**config.mk**
```make
export PLATFORM = sky130hd
export DESIGN_NAME = ysyx_24080006_icache
export DESIGN_NICKNAME = d
export VERILOG_FILES = /design/src/rtl/ysyx_24080006_icache.sv
export SDC_FILE = /design/constraint.sdc
export NUM_CORES = 2
export LEC_CHECK = 0
export CORE_MARGIN = 2
export CORE_UTILIZATION = 56
export CTS_CLUSTER_SIZE = 40
export DETAILED_ROUTE_END_ITERATION = 10
export HOLD_SLACK_MARGIN = 0.02
export PLACE_DENSITY = 0.73
export SETUP_SLACK_MARGIN = 0.4
export SLEW_MARGIN = 20
export SYNTH_ARGS = -nofsm -noshare
export SYNTH_HDL_FRONTEND = slang
export SYNTH_SLANG_ARGS = --single-unit
```
**constraint.sdc**
```tcl
create_clock -name clock -period 6.6 [get_ports clock]
set_clock_uncertainty 0.15 [all_clocks]
set_input_delay 1.65 -clock clock [delete_from_list [all_inputs] [get_ports clock]]
set_output_delay 1.65 -clock clock [all_outputs]
set_load 0.01 [all_outputs]
```
**src/rtl/ysyx_24080006_icache.sv**
```systemverilog
// Direct-mapped read-only instruction cache: single-beat fetches on the IFU side,
// whole-line INCR refills (or single-beat bypass reads) on the memory side.
module ysyx_24080006_icache #(
  parameter int unsigned LINE_BYTES = 16,
  parameter int unsigned NUM_LINES  = 16,
  parameter logic [31:0] CACHE_LO   = 32'ha000_0000,
  parameter logic [31:0] CACHE_HI   = 32'ha1ff_ffff
) (
  input  logic        clock,
  input  logic        reset,
  input  logic        flush,
  input  logic [31:0] s_araddr,
  input  logic        s_arvalid,
  output logic        s_arready,
  output logic [31:0] s_rdata,
  output logic [1:0]  s_rresp,
  output logic        s_rlast,
  output logic        s_rvalid,
  input  logic        s_rready,
  output logic [31:0] m_araddr,
  output logic [7:0]  m_arlen,
  output logic [2:0]  m_arsize,
  output logic [1:0]  m_arburst,
  output logic [3:0]  m_arid,
  output logic        m_arvalid,
  input  logic        m_arready,
  input  logic [31:0] m_rdata,
  input  logic [1:0]  m_rresp,
  input  logic        m_rlast,
  input  logic        m_rvalid,
  output logic        m_rready
);

  localparam int unsigned LINE_WORDS = LINE_BYTES / 4;
  localparam int unsigned OFS        = $clog2(LINE_BYTES);
  localparam int unsigned IDX        = $clog2(NUM_LINES);
  localparam int unsigned TAG_W      = 32 - OFS - IDX;
  localparam int unsigned WIDX       = (LINE_WORDS > 1) ? $clog2(LINE_WORDS) : 1;

  typedef enum logic [2:0] {
    IDLE, LOOKUP, REFILL_AR, REFILL_R, BYPASS_AR, BYPASS_R, RESP
  } state_t;

  state_t            state, state_n;
  logic [31:0]       addr_q;
  logic [NUM_LINES-1:0] valid_q;
  logic [TAG_W-1:0]  tag_arr  [NUM_LINES];
  logic [31:0]       data_arr [NUM_LINES][LINE_WORDS];
  logic [WIDX-1:0]   beat_cnt;
  logic              beat_err;
  logic              flush_pending;
  logic [31:0]       rdata_q;
  logic [1:0]        rresp_q;

  logic [IDX-1:0]    index;
  logic [TAG_W-1:0]  tag;
  logic [WIDX-1:0]   word_off;
  logic              in_range;
  logic              hit;
  logic              err_now;
  logic              install_ok;

  assign index      = addr_q[OFS+IDX-1:OFS];
  assign tag        = addr_q[31:OFS+IDX];
  assign word_off   = WIDX'(addr_q[OFS-1:0] >> 2);
  assign in_range   = (s_araddr >= CACHE_LO) && (s_araddr <= CACHE_HI);
  assign hit        = valid_q[index] && (tag_arr[index] == tag);
  assign err_now    = beat_err || (m_rresp != 2'b00);
  // A line is only trusted if every beat arrived cleanly and no fence.i raced the refill.
  assign install_ok = !err_now && (beat_cnt == WIDX'(LINE_WORDS - 1)) && !flush_pending;

  assign s_rdata   = rdata_q;
  assign s_rresp   = rresp_q;
  assign s_rlast   = 1'b1;
  assign s_rvalid  = (state == RESP);
  assign m_arsize  = 3'h2;
  assign m_arburst = 2'h1;
  assign m_arid    = 4'h0;

  always_ff @(posedge clock) begin
    if (reset) state <= IDLE;
    else       state <= state_n;
  end

  always_comb begin
    state_n   = state;
    s_arready = 1'b0;
    m_arvalid = 1'b0;
    m_rready  = 1'b0;
    m_araddr  = addr_q;
    m_arlen   = 8'd0;
    case (state)
      IDLE: begin
        s_arready = 1'b1;
        if (s_arvalid) state_n = in_range ? LOOKUP : BYPASS_AR;
      end
      LOOKUP: state_n = hit ? RESP : REFILL_AR;
      REFILL_AR: begin
        m_arvalid = 1'b1;
        m_araddr  = {addr_q[31:OFS], {OFS{1'b0}}};
        m_arlen   = 8'(LINE_WORDS - 1);
        if (m_arready) state_n = REFILL_R;
      end
      REFILL_R: begin
        m_rready = 1'b1;
        if (m_rvalid && m_rlast) state_n = RESP;
      end
      BYPASS_AR: begin
        m_arvalid = 1'b1;
        if (m_arready) state_n = BYPASS_R;
      end
      BYPASS_R: begin
        m_rready = 1'b1;
        if (m_rvalid) state_n = RESP;
      end
      RESP: if (s_rready) state_n = IDLE;
      default: state_n = IDLE;
    endcase
  end

  always_ff @(posedge clock) begin
    if (reset) begin
      addr_q        <= '0;
      valid_q       <= '0;
      beat_cnt      <= '0;
      beat_err      <= 1'b0;
      flush_pending <= 1'b0;
      rdata_q       <= '0;
      rresp_q       <= 2'b00;
    end else begin
      if (flush)                                flush_pending <= 1'b1;
      else if (state == IDLE && flush_pending)  flush_pending <= 1'b0;
      if (state == IDLE) begin
        if (flush_pending) valid_q <= '0;
        if (s_arvalid)     addr_q  <= s_araddr;
      end
      case (state)
        LOOKUP: if (hit) begin
          rdata_q <= data_arr[index][word_off];
          rresp_q <= 2'b00;
        end
        REFILL_AR: if (m_arready) begin
          beat_cnt <= '0;
          beat_err <= 1'b0;
        end
        REFILL_R: if (m_rvalid) begin
          beat_cnt <= beat_cnt + 1'b1;
          beat_err <= err_now;
          if (beat_cnt == word_off) rdata_q <= m_rdata;
          if (m_rlast) begin
            rresp_q <= err_now ? 2'b10 : 2'b00;
            if (install_ok) valid_q[index] <= 1'b1;
          end
        end
        BYPASS_R: if (m_rvalid) begin
          rdata_q <= m_rdata;
          rresp_q <= m_rresp;
        end
        default: ;
      endcase
    end
  end

  // Arrays carry no reset; the valid bits alone decide whether their contents are used.
  always_ff @(posedge clock) begin
    if (!reset && state == REFILL_R && m_rvalid) begin
      data_arr[index][beat_cnt] <= m_rdata;
      if (m_rlast && install_ok) tag_arr[index] <= tag;
    end
  end

endmodule

```
* Word level (Yosys, flattened, before mapping)
Memory sizes are Yosys's and may differ from the RTL's. A register that Yosys moved wholly into a read port is not among the register bits.
Index checks and enable logic that the tools add are counted.
** Word-level totals
- Flip-flop bits (word level) :: 89
- Input bits :: 74
- Memories :: 2
- Memory bits (writable) :: 2432
** Memories
- data_arr :: depth 16, bits a word 128, rd ports 1, clocked after memory_dff 1, wr ports 1, line 48 : logic [31:0] data_arr [NUM_LINES][LINE_WORDS];
- tag_arr :: depth 16, bits a word 24, rd ports 1, clocked after memory_dff 1, wr ports 1, line 47 : logic [TAG_W-1:0] tag_arr [NUM_LINES];
** Cells by class
- Reduce and logical (&&, ||, !) cells :: 27
- Order comparisons :: 7
- Eq/ne operators :: 19
- Add/sub/neg operators :: 1
- Muxes and demuxes :: 58
- Bitwise logic cells :: 3
** Operators with widths (count)
- 32-bit 2-to-1 mux :: 7
- 128-bit 2-to-1 mux :: 1
- 16-bit 2-to-1 mux :: 7
- 32-bit one-hot mux with 3 select lines :: 1
- 32-bit binary-select mux with 2-bit select :: 1
- 32-bit demux with 2-bit select :: 1
- 32-bit greater-or-equal comparator, second input constant :: 1
- 32-bit <= comparator, second input constant :: 1
- 24-bit == test :: 1
- 3-bit 2-to-1 mux :: 8
- 3-bit one-hot mux with 7 select lines :: 1
- 4-bit 2-to-1 mux :: 5
- 2-bit inequality test, second input constant :: 9
- 2-bit 2-to-1 mux :: 8
- 16-bit OR :: 1
- 1-bit 2-to-1 mux :: 13
- 1-bit logical AND :: 11
- 5-bit AND reduction :: 2
- 3-bit == test, second input constant :: 3
- 3-bit by 2-bit == test with 1-bit output, second input constant :: 2
- 3-bit greater-or-equal comparator, second input constant :: 2
- 2-bit NOT with 3-bit output :: 2
- 2-bit one-hot mux with 3 select lines :: 1
- 6-bit AND reduction :: 1
- 20 further kinds :: 25

* Depth between registers and ports, before layout
- Word-level depth :: 9
- Depth in mapped cells :: 16
- Gate-level depth less buffers :: 9

* Worst setup path after synthesis
OpenSTA, ideal clock, no wires.
- Path type :: input-to-reg
- From :: input reset
- To :: memory data_arr[15][0] in the netlist's numbering (enable)
- Arrival :: 3.825 ns
- Setup slack :: 2.204 ns
- Library setup time :: 0.421 ns
- Stages on the path :: 5
- Data required time :: 6.029 ns
- Path through :: clkbuf_1 nor2_1 nand2_1 clkbuf_1 nor2_1
** On the way
- Longest elaborated chain between the ends :: 5
** RTL lines
- start, declared :: line 10 : input logic reset,
- 1-bit logical NOT :: line 166 : if (!reset && state == REFILL_R && m_rvalid) begin
- 1-bit logical AND (2 in series) :: line 166
- 1-bit 2-to-1 mux :: line 166
- 128-bit 2-to-1 mux (not written as such) :: line 167 : data_arr[index][beat_cnt] <= m_rdata;
- end, declared :: line 48
Every way passes these cells.

* Worst setup path in the final report
- From :: input m_rvalid
- To :: memory data_arr[11][49] in the netlist's numbering (enable)
** On the way
- Longest elaborated chain between the ends :: 3
** RTL lines
- start, declared :: line 30 : input logic m_rvalid,
- 1-bit logical AND :: line 166
- 1-bit 2-to-1 mux :: line 166
- 128-bit 2-to-1 mux (not written as such) :: line 167
Every way passes these cells.

==> run metrics <==
fillers 10900; Setup WS pre-CTS 0.843 ns; placed cell count 6536; Setup TNS Final 0 ns; root cell of the clock tree clkbuf_16; crit path launch m_rvalid; RePlAce Congestion 0.827; die area 177000 sq um; area grow syn2layout 13.0%; P_int 27.6 mW; Vias/cell 6.46; Final setup viols 0; leakage 33.6 nW; Critical Path RT 6.97 ns; htree depth 4; Die Ht 421 um; Power Density 334 nW/um^2; vias in the first global route 45900; Worst Setup Path Type primary input to flip-flop; Mean Syn Cell Area 23.1 sq um; Worst R2R Setup Slack 1.92 ns; Min-Delay Endpoint valid_q[10]; CP startpoint kind primary input; crit end category flip-flop; Flop pwr share 49.3%; Final Hold Vio Count 0; Synth area leader edfxtp_1; Hold Crit Class flip-flop to flip-flop; global route overflow 0; final core utilization 63.9%; Mapped Cells 4208; antenna viol nets, final 0; io pins 162; post-synthesis cell area 97300 sq um; fraction of layout cells with a size suffix above 1 29.6%; initial antenna violation count 23; most numerous cell in the Yosys netlist edfxtp_1; CTS Buffer Depth 3; RSZ-0062 raised after global routing no; R2R depth 11; First DRT Iteration DRCs 6195; Setup WS post-layout 1.78 ns; Tcrit/Tclk final 73.1%; Final nets 4546; clock share of power 36.3%; Synth top cells by count 2432 x edfxtp_1, 765 x mux4_2, 172 x nor2_1; worst slew pin tran 1.14 ns; CTS sink count 2525; Synth async-reset ratio 0%; detailed-route DRC error count 0; Synth top area share 75.0%; register area 74900 sq um; GR Util met2 41.9%; std cell rows 152; Clock transition at path regs 0.06 ns; ys flop type edfxtp_1; IO buf count 145; Top Usage Layer GRT met2; status finished, final reports clean; reg-to-reg critical path endpoint s_rdata[20]; Vias 45200; Multi-input gate area 21600 sq um; Sw Ratio 24.8%; Hold Path Origin valid_q[10]; Peak VDD IR 0.296 mV; cts hold-fix bufs 0; Max-cap violations 0; CTS buffer count 234; Switch Pwr 9.11 mW; CTS tree yes; setup bufs post-CTS 0; initial core utilization 56.5%; WL/cell 32.5 um; core area 172000 sq um; min Tclk post-route 4.82 ns; crit path max fanout 17; drt total wl 227 mm; yosys warns 0; clk_lat worst skew 0.88 ns; die width 421 um; Netlist cell types 63; Hold Slack 0.304 ns; DP Wirelength 130 mm; relative slew slack 23.7%; GR Layer Usage met3 5.17%; synth top area cells edfxtp_1 75%, mux4_2 18%, dfxtp_1 1.9%; number of synthesized flops with an enable pin 2432; pins over their slew limit 0; GRT Overall Usage 26.1%; DRT Pass-1 Iters 5; first-pass GRT wire length 329 mm; part of the power in combinational logic 14.4%; arrival time worst endpoint 5.19 ns; register bit total from synthesis 2525; Finished Layout Cells 6989; hold path depth 1; largest net degree at the start of global routing 121; Resized Gates After CTS 0; post-synthesis sequential area ratio 77.0%; met1 Use GR 37.1%; Fmax 207 MHz
-- power groups by stage --
| stage | Clock (mW) | Combinational [mW] | Sequential [mW] |
|---|---|---|---|
| floorplan | 0 | 3.62 | 18.2 |
| global route | 14.1 | 5.58 | 18.1 |
| CTS | 13.5 | 5.33 | 18.1 |
| detailed placement | 0 | 5.29 | 18.4 |
| global placement | 0 | 5.24 | 18.4 |
| finish | 13.3 | 5.30 | 18.1 |
-- kinds of logic (layout without fill, tap and decap cells) --
group / count (synthesis) / count (layout) / share of synthesized area [%]
compound gates: 109 / 109 / 0.721
xor+xnor: 26 / 26 / 0.234
fa+ha+maj: 4 / 4 / 0.0514
buf+inv: 281 / 729 / 1.48
flops: 2525 / 2525 / 77.0
mux: 853 / 853 / 18.6
other cells: 2 / 25 / 0.00772
simple gates: 408 / 408 / 1.93
-- stage by stage --
stage	power [mW]	area [sq um]
after floorplan	21.8	97400
after global placement	23.7	102000
after detailed placement	23.7	102000
after CTS	36.9	110000
after global routing	37.8	110000
final	36.7	110000
-- registers in the layout, summed over array words and instances, names as in the netlist, named ones only --
name	flops
flush_pending	1
data_arr	2048
s_rresp	2
s_rdata	32
addr_q	32
beat_err	1
valid_q	16
tag_arr	384
state	3
beat_cnt	2
-- worst max path at each step --
stage                         to  slack (ns)  depth (start not counted)
6_report        data_arr[11][49]        1.78                          6
5_1_grt              s_rdata[14]        1.70                         11
4_1_cts        data_arr[10][112]        1.71                          6
3_5_place_dp    data_arr[1][112]        0.84                          7
3_3_place_gp    data_arr[1][114]        0.89                          7
2_1_floorplan    data_arr[15][0]        2.20                          5
-- metal layers --
layer,up-vias,share of wire [%]
met5,-,0.030
met4,10,2.8
met3,360,8.9
met1,24200,39
li1,18300,-
met2,2384,50
-- cell usage in the layout, fill, tap and decap left out, types with 7 or more instances in the layout --
cell type,instances
a21o_1,16
a21oi_1,43
a22oi_1,11
buf_12,21
buf_16,7
buf_2,27
buf_4,115
bufinv_16,20
clkbuf_1,35
clkbuf_16,234
clkdlybuf4s50_1,112
clkinv_1,55
clkinv_16,11
clkinv_2,52
clkinv_4,7
clkinvlp_4,14
conb_1,16
dfxtp_1,87
diode_2,9
edfxtp_1,2432
inv_1,7
mux2i_1,86
mux4_2,765
nand2_1,98
nand2b_1,35
nand3_1,17
nand4_1,7
nor2_1,92
nor2_4,80
nor2b_1,17
o21ai_0,9
or3_1,34
xnor2_1,20
-- critical path, cell delays in order --
cell and delay, ns:
clkdlybuf4s50_1 0.63, nand3_1 0.17, nor2_1 0.58, nand2_1 0.80, nor2_4 0.88, buf_4 0.44
-- cell type report --
| type | count | share of cell area (%) |
|---|---|---|
| antenna | 9 | 0.0205 |
| clock buffer | 273 | 5.50 |
| clock inverter | 165 | 1.49 |
| inverter | 9 | 0.0376 |
| multi-input combinational | 1416 | 19.7 |
| sequential | 2525 | 68.1 |
| tap | 2310 | 2.63 |
| timing repair buffer | 282 | 2.49 |
Power figures use the tool's default switching activity.
